## config.mk

```make
export PLATFORM = sky130hd
export DESIGN_NAME = mem_arbiter
export DESIGN_NICKNAME = d
export VERILOG_FILES = /design/src/rtl/mem_arbiter_pkg.sv /design/src/rtl/mem_arbiter_id_fifo.sv /design/src/rtl/mem_arbiter.sv
export SDC_FILE = /design/constraint.sdc
export NUM_CORES = 1
export LEC_CHECK = 0
export BUFFER_PORTS_ARGS = -buffer_cell sky130_fd_sc_hd__buf_2
export CAP_MARGIN = 25
export CORE_AREA = 2 2 109 111
export DETAILED_ROUTE_END_ITERATION = 7
export DIE_AREA = 0 0 111 113
export PLACE_DENSITY_LB_ADDON = 0.25
export SLEW_MARGIN = 10
export SYNTH_ARGS = -nofsm -noshare
export SYNTH_HDL_FRONTEND = slang
export SYNTH_HIERARCHICAL = 1
export SYNTH_SLANG_ARGS = --single-unit
export TNS_END_PERCENT = 100
```

## constraint.sdc

```tcl
create_clock -name clk -period 3.2 [get_ports clk]
set_clock_uncertainty 0.05 [all_clocks]
set_input_delay 0.64 -clock clk [delete_from_list [all_inputs] [get_ports clk]]
set_output_delay 0.64 -clock clk [all_outputs]
set_load 0.02 [all_outputs]
```

## src/rtl/mem_arbiter_pkg.sv

```systemverilog
// Shared types and defaults for the two-source memory arbiter.
// Sources are identified by arb_src_e; the ID FIFO stores this 1-bit value.
package mem_arbiter_pkg;

    typedef enum logic {
        SRC_IF = 1'b0,
        SRC_LS = 1'b1
    } arb_src_e;

    localparam int MEM_ARB_OUTST_DEPTH = 4;

endpackage : mem_arbiter_pkg

```

## src/rtl/mem_arbiter_id_fifo.sv

```systemverilog
// In-order FIFO of source IDs for requests still awaiting a memory response.
// DEPTH must be a power of two so the pointers wrap naturally.
module arb_id_fifo #(
    parameter int DEPTH = 4
) (
    input  logic                   clk,
    input  logic                   rst,
    input  logic                   push_i,
    input  logic                   push_id_i,
    input  logic                   pop_i,
    output logic                   head_o,
    output logic                   full_o,
    output logic                   empty_o,
    output logic [$clog2(DEPTH):0] count_o
);

    localparam int PW = $clog2(DEPTH);
    localparam int CW = PW + 1;

    logic [DEPTH-1:0] mem_q, mem_d;
    logic [PW-1:0]    wr_ptr_q, wr_ptr_d;
    logic [PW-1:0]    rd_ptr_q, rd_ptr_d;
    logic [CW-1:0]    count_q, count_d;
    logic             push_ok_s, pop_ok_s;

    assign full_o  = (count_q == CW'(DEPTH));
    assign empty_o = (count_q == {CW{1'b0}});
    assign head_o  = mem_q[rd_ptr_q];
    assign count_o = count_q;

    // Next-state for storage, pointers and occupancy
    always_comb begin
        mem_d     = mem_q;
        wr_ptr_d  = wr_ptr_q;
        rd_ptr_d  = rd_ptr_q;
        count_d   = count_q;
        push_ok_s = push_i && !full_o;
        pop_ok_s  = pop_i && !empty_o;
        if (push_ok_s) begin
            mem_d[wr_ptr_q] = push_id_i;
            wr_ptr_d        = wr_ptr_q + {{(PW-1){1'b0}}, 1'b1};
        end else begin
            wr_ptr_d = wr_ptr_q;
        end
        if (pop_ok_s) begin
            rd_ptr_d = rd_ptr_q + {{(PW-1){1'b0}}, 1'b1};
        end else begin
            rd_ptr_d = rd_ptr_q;
        end
        case ({push_ok_s, pop_ok_s})
            2'b10:   count_d = count_q + {{(CW-1){1'b0}}, 1'b1};
            2'b01:   count_d = count_q - {{(CW-1){1'b0}}, 1'b1};
            default: count_d = count_q;
        endcase
    end

    // FIFO state registers
    always_ff @(posedge clk or posedge rst) begin
        if (rst) begin
            mem_q    <= {DEPTH{1'b0}};
            wr_ptr_q <= {PW{1'b0}};
            rd_ptr_q <= {PW{1'b0}};
            count_q  <= {CW{1'b0}};
        end else begin
            mem_q    <= mem_d;
            wr_ptr_q <= wr_ptr_d;
            rd_ptr_q <= rd_ptr_d;
            count_q  <= count_d;
        end
    end

endmodule : arb_id_fifo

```

## src/rtl/mem_arbiter.sv

```systemverilog
// Arbitrates instruction-fetch and load/store requests onto one in-order memory port.
// Define MEM_ARB_LSU_PRIO_EN to give the LSU fixed priority on unlocked ties (default: round-robin).
module mem_arbiter
    import mem_arbiter_pkg::*;
#(
    parameter int OUTST_DEPTH = MEM_ARB_OUTST_DEPTH
) (
    input  logic                          clk,
    input  logic                          rst,
    input  logic                          if_req_valid,
    output logic                          if_req_ready,
    input  logic [31:0]                   if_req_addr,
    output logic                          if_resp_valid,
    input  logic                          if_resp_ready,
    output logic [31:0]                   if_resp_data,
    input  logic                          ls_req_valid,
    output logic                          ls_req_ready,
    input  logic [31:0]                   ls_req_addr,
    input  logic                          ls_req_we,
    input  logic [31:0]                   ls_req_wdata,
    input  logic [3:0]                    ls_req_wstrb,
    output logic                          ls_resp_valid,
    input  logic                          ls_resp_ready,
    output logic [31:0]                   ls_resp_data,
    output logic                          mem_req_valid,
    input  logic                          mem_req_ready,
    output logic [31:0]                   mem_req_addr,
    output logic                          mem_req_we,
    output logic [31:0]                   mem_req_wdata,
    output logic [3:0]                    mem_req_wstrb,
    input  logic                          mem_resp_valid,
    output logic                          mem_resp_ready,
    input  logic [31:0]                   mem_resp_data,
    output logic [$clog2(OUTST_DEPTH):0]  outst_cnt
);

    arb_src_e last_grant_q, last_grant_d;
    arb_src_e lock_src_q, lock_src_d;
    logic     lock_q, lock_d;
    arb_src_e grant_s, tie_src_s, head_src_s;
    logic     src_valid_s, can_issue_s, fire_s;
    logic     fifo_head_s, fifo_full_s, fifo_empty_s, resp_fire_s;

`ifdef MEM_ARB_LSU_PRIO_EN
    assign tie_src_s = SRC_LS;
`else
    assign tie_src_s = (last_grant_q == SRC_LS) ? SRC_IF : SRC_LS;
`endif

    // Grant selection: a stalled request keeps its source until accepted
    always_comb begin
        grant_s = SRC_IF;
        if (lock_q) begin
            grant_s = lock_src_q;
        end else if (if_req_valid && ls_req_valid) begin
            grant_s = tie_src_s;
        end else if (ls_req_valid) begin
            grant_s = SRC_LS;
        end else begin
            grant_s = SRC_IF;
        end
    end

    // Request mux toward memory; fetches are always reads with no strobes
    always_comb begin
        mem_req_addr  = if_req_addr;
        mem_req_we    = 1'b0;
        mem_req_wdata = 32'h0000_0000;
        mem_req_wstrb = 4'b0000;
        src_valid_s   = if_req_valid;
        case (grant_s)
            SRC_LS: begin
                mem_req_addr  = ls_req_addr;
                mem_req_we    = ls_req_we;
                mem_req_wdata = ls_req_wdata;
                mem_req_wstrb = ls_req_wstrb;
                src_valid_s   = ls_req_valid;
            end
            default: begin
                mem_req_addr = if_req_addr;
                src_valid_s  = if_req_valid;
            end
        endcase
    end

    // Full is judged on the registered count, so a same-cycle pop never frees a slot early
    assign can_issue_s   = !rst && !fifo_full_s;
    assign mem_req_valid = can_issue_s && src_valid_s;
    assign if_req_ready  = can_issue_s && mem_req_ready && (grant_s == SRC_IF);
    assign ls_req_ready  = can_issue_s && mem_req_ready && (grant_s == SRC_LS);
    assign fire_s        = mem_req_valid && mem_req_ready;

    assign head_src_s     = arb_src_e'(fifo_head_s);
    assign mem_resp_ready = !rst && !fifo_empty_s &&
                            ((head_src_s == SRC_LS) ? ls_resp_ready : if_resp_ready);
    assign if_resp_valid  = !rst && !fifo_empty_s && (head_src_s == SRC_IF) && mem_resp_valid;
    assign ls_resp_valid  = !rst && !fifo_empty_s && (head_src_s == SRC_LS) && mem_resp_valid;
    assign if_resp_data   = mem_resp_data;
    assign ls_resp_data   = mem_resp_data;
    assign resp_fire_s    = mem_resp_valid && mem_resp_ready;

    // Lock and round-robin history next-state
    always_comb begin
        lock_d       = lock_q;
        lock_src_d   = lock_src_q;
        last_grant_d = last_grant_q;
        if (fire_s) begin
            lock_d       = 1'b0;
            last_grant_d = grant_s;
        end else if (mem_req_valid) begin
            lock_d     = 1'b1;
            lock_src_d = grant_s;
        end else begin
            lock_d = lock_q;
        end
    end

    // Arbitration state registers
    always_ff @(posedge clk or posedge rst) begin
        if (rst) begin
            lock_q       <= 1'b0;
            lock_src_q   <= SRC_IF;
            last_grant_q <= SRC_LS;
        end else begin
            lock_q       <= lock_d;
            lock_src_q   <= lock_src_d;
            last_grant_q <= last_grant_d;
        end
    end

    arb_id_fifo #(
        .DEPTH (OUTST_DEPTH)
    ) u_id_fifo (
        .clk       (clk),
        .rst       (rst),
        .push_i    (fire_s),
        .push_id_i (grant_s),
        .pop_i     (resp_fire_s),
        .head_o    (fifo_head_s),
        .full_o    (fifo_full_s),
        .empty_o   (fifo_empty_s),
        .count_o   (outst_cnt)
    );

endmodule : mem_arbiter
```

==> summary.md <==
| Metric | Value |
|---|---|
| Mux contribution to synthesized area | 21.81% |
| Async S/R FF share, synth | 100.0% |
| Rows | 39 |
| Worst r2r src | u_id_fifo/count_o[1] |
| Nets | 497 |
| DR DRC count | 0 |
| Min-Delay Path Class | input pin to asynchronous set/reset pin |
| Die Area | 12,540 um^2 |
| CTS tree | built |
| Crit end category | register |
| Starting DRT DRC Count | 19 |
| CP Launch Point | u_id_fifo/count_o[1] |
| Fraction of layout cells with a size suffix above 1 | 59.03% |
| Sequential element share of the synthesized area | 17.51% |
| Library cells used by synthesis | 36 |
| Synth Area in Adders | 4.112% |
| First-pass GRT wire length | 10,850 um |
| Post-synthesis compound-gate area fraction | 6.168% |
| Final-report hold violation count | 0 |
| Die H | 113 um |
| Netlist Area Pre-Place | 2008 um^2 |
| Global placement routability congestion | 0.8022 |
| Syn nets | 376 |
| Total gr overflow | 0 |
| Placed Area | 2615 um^2 |
| Largest family of logic cells by synthesized area | buffers and inverters |
| Post_cts resized | 0 |
| Status | completed |
| Period utilisation layout | 87.03% |
| Cell chain of the critical path | nor3b_4 > or2_2 > a211oi_1 > and2_1 > nand2b_1 > ha_1 > inv_1 > fa_1 > xor2_1 > nor2_1 > xor2_1 |
| Power density of the placed cells | 853.1 nW/um^2 |
| Worst-margin pin slew | 0.4258 ns |
| Area grow syn2layout | 34.64% |
| Slew Limit Fails | 0 |
| Core area | 11,270 um^2 |
| Final WL | 7687 um |
| FF+latch count, synth | 14 |
| Number of global-route vias before repair | 1,939 |
| Crit path largest cell delay | 0.44 ns |
| CP Buf/Inv Count | 1 |
| Synth warn | 6 |
| Post-route minimum period | 2.785 ns |
| Crit path DAT | 2.91 ns |
| Simple-gate share of the synthesized area | 19.31% |
| Most used cell, CP | xor2_1 |
| Worst ir drop on vdd | 0.3610 mV |
| Clk_lat worst skew | 0.24 ns |
| Die Wd | 111 um |
| Hold buffers post-CTS | 0 |
| Clk buf depth | 2 |
| Max Clk Rate | 0.3591 GHz |
| Vias | 1,961 |
| Final instance area | 2704 um^2 |
| Worst path slowest cell | dfrtp_1 |
| Setup Buffers After CTS | 0 |
| Largest net degree at the start of global routing | 57 |
| Final setup vio count | 0 |
| Worst-path fanout max | 8 |
| Clock-pin slew on the worst setup and hold paths | 0.05 ns |
| Number of max-cap violations | 0 |
| RSZ-0062 raised after global routing | no |
| Startpoint types | register |
| DR WL/cell | 15.62 um |
| Syn_area_per_cell | 8.769 um^2 |
| Root cell of the clock tree | clkbuf_16 |
| Initial antenna violation count | 0 |
| CP top delay family | simple AND/OR/NAND/NOR gates |
| Top FF cell, synth | dfrtp_1 |
| Detailed placer's ending HPWL | 6598 um |
| Htree depth | 1 |
| Diode count | 0 |
| Slew headroom | 71.58% |
| DR pass1 iterations | 4 |
| Post-DRT Antenna Nets | 0 |
| Initial Utilization | 17.82% |
| CTS Sinks | 14 |
| Post-layout power | 2.307 mW |
| Post-synth EDFFs | 0 |
| Port Buffers | 186 |
| CTS buffer count | 3 |
| XOR/XNOR Fraction of Synth Area | 2.617% |
| IO Pins | 283 |
| Kind of critical path | register to register |
| Non-Filler Instances | 492 |
| Leakage | 1.442 nW |
| Setup TNS Final | 0 ns |
| Total GRT Usage | 10.99% |
| Routed vias/inst | 3.986 |
| Worst path required time | 3.32 ns |
| Placed instance count | 488 |
| Cells after Synth | 229 |
==> routing by layer <==
metal  part of all wire [%]  vias up  GRT usage, %
met5                      0        -             0
met4                    1.3        0         2.167
met3                     15        6         7.338
met2                     45      171         17.26
met1                     39      863         12.58
li1                       -      921             -
==> worst reg2reg max path, cell delays in order (launching register included) <==
cell and delay (ns):
dfrtp_1 0.44, nor3b_4 0.35, or2_2 0.22, a211oi_1 0.06, and2_1 0.22, nand2b_1 0.26
ha_1 0.25, inv_1 0.06, fa_1 0.37, xor2_1 0.15, nor2_1 0.11, xor2_1 0.15
==> through the flow <==
stage,setup WS (ns),util (%),hold slack (ns)
CTS,0.4068,23.99,0.2584
global placement,0.3372,23.20,0.4410
finish,0.4149,23.99,0.2603
global route,0.1887,23.99,0.2818
floorplan,0.1776,-,0.3429
detailed placement,0.3305,23.20,0.4380
==> cell usage after synthesis (3+ instances only) <==
| library cell | instances | share of area [%] |
|---|---|---|
| buf_4 | 67 | 25 |
| nor2b_1 | 37 | 12 |
| mux2_1 | 29 | 16 |
| dfrtp_1 | 13 | 16 |
| nand2_1 | 11 | 2.1 |
| inv_1 | 10 | 1.9 |
| o21ai_0 | 10 | 2.5 |
| ha_1 | 5 | 3.1 |
| mux2i_1 | 4 | 2.0 |
| nor2_1 | 4 | 0.75 |
| and2_1 | 3 | 0.93 |
| clkbuf_1 | 3 | 0.56 |
| mux2_2 | 3 | 1.7 |
| xnor2_1 | 3 | 1.3 |
| xor2_1 | 3 | 1.3 |
==> layout make-up <==
| cell class | instances | area [um^2] |
|---|---|---|
| repair buffers | 188 | 958.4 |
| multi-input cells | 132 | 1085 |
| well taps | 143 | 178.9 |
| clock buffers | 4 | 88.84 |
| fillers | 1255 | 8568 |
| inverters | 11 | 41.29 |
| flip-flops and latches | 14 | 351.6 |
==> placed cells by master, fill, tap and decap left out, types with 4 or more instances in the layout <==
| cell | instances |
|---|---|
| mux2_1 | 29 |
| mux2i_1 | 4 |
| buf_2 | 186 |
| nand2_1 | 11 |
| o21ai_0 | 10 |
| dfrtp_1 | 13 |
| ha_1 | 5 |
| nor2b_1 | 37 |
| inv_1 | 10 |
| nor2_1 | 4 |
==> path summary, 6_finish.rpt <==
check | end | slack, ns | cells after the start
worst min-delay path | lock_q | 0.26 | 2
max in group asynchronous | u_id_fifo/wr_ptr_q[1] | 2.41 | 2
worst max-delay path | u_id_fifo/count_o[2] | 0.41 | 11
worst max register to register | u_id_fifo/count_o[2] | 0.41 | 11
min in group clk | u_id_fifo/rd_ptr_q[1] | 0.44 | 1
worst min register to register | u_id_fifo/rd_ptr_q[1] | 0.44 | 1
==> flip-flops by register name (all words and copies together) (netlist names) <==
register            count
u_id_fifo/wr_ptr_q      2
lock_src_q              1
lock_q                  1
last_grant_q            1
u_id_fifo/mem_q         4
u_id_fifo/rd_ptr_q      2
u_id_fifo/count_o       3
==> power by group <==
part           switching [mW]  internal, mW  total (mW)
Combinational            1.03         0.646        1.68
Clock                  0.0744         0.190       0.264
Sequential             0.0991         0.269       0.368
Total                    1.20          1.10        2.31
==> kinds of logic after synthesis <==
family,after synthesis
flip-flops,14
buffers and inverters,83
AND/OR/NAND/NOR,65
XOR/XNOR,6
adder cells (fa/ha/maj),6
multiplexers,38
AO/OA/AOI/OAI,17
(Power assumes the default switching activity.)
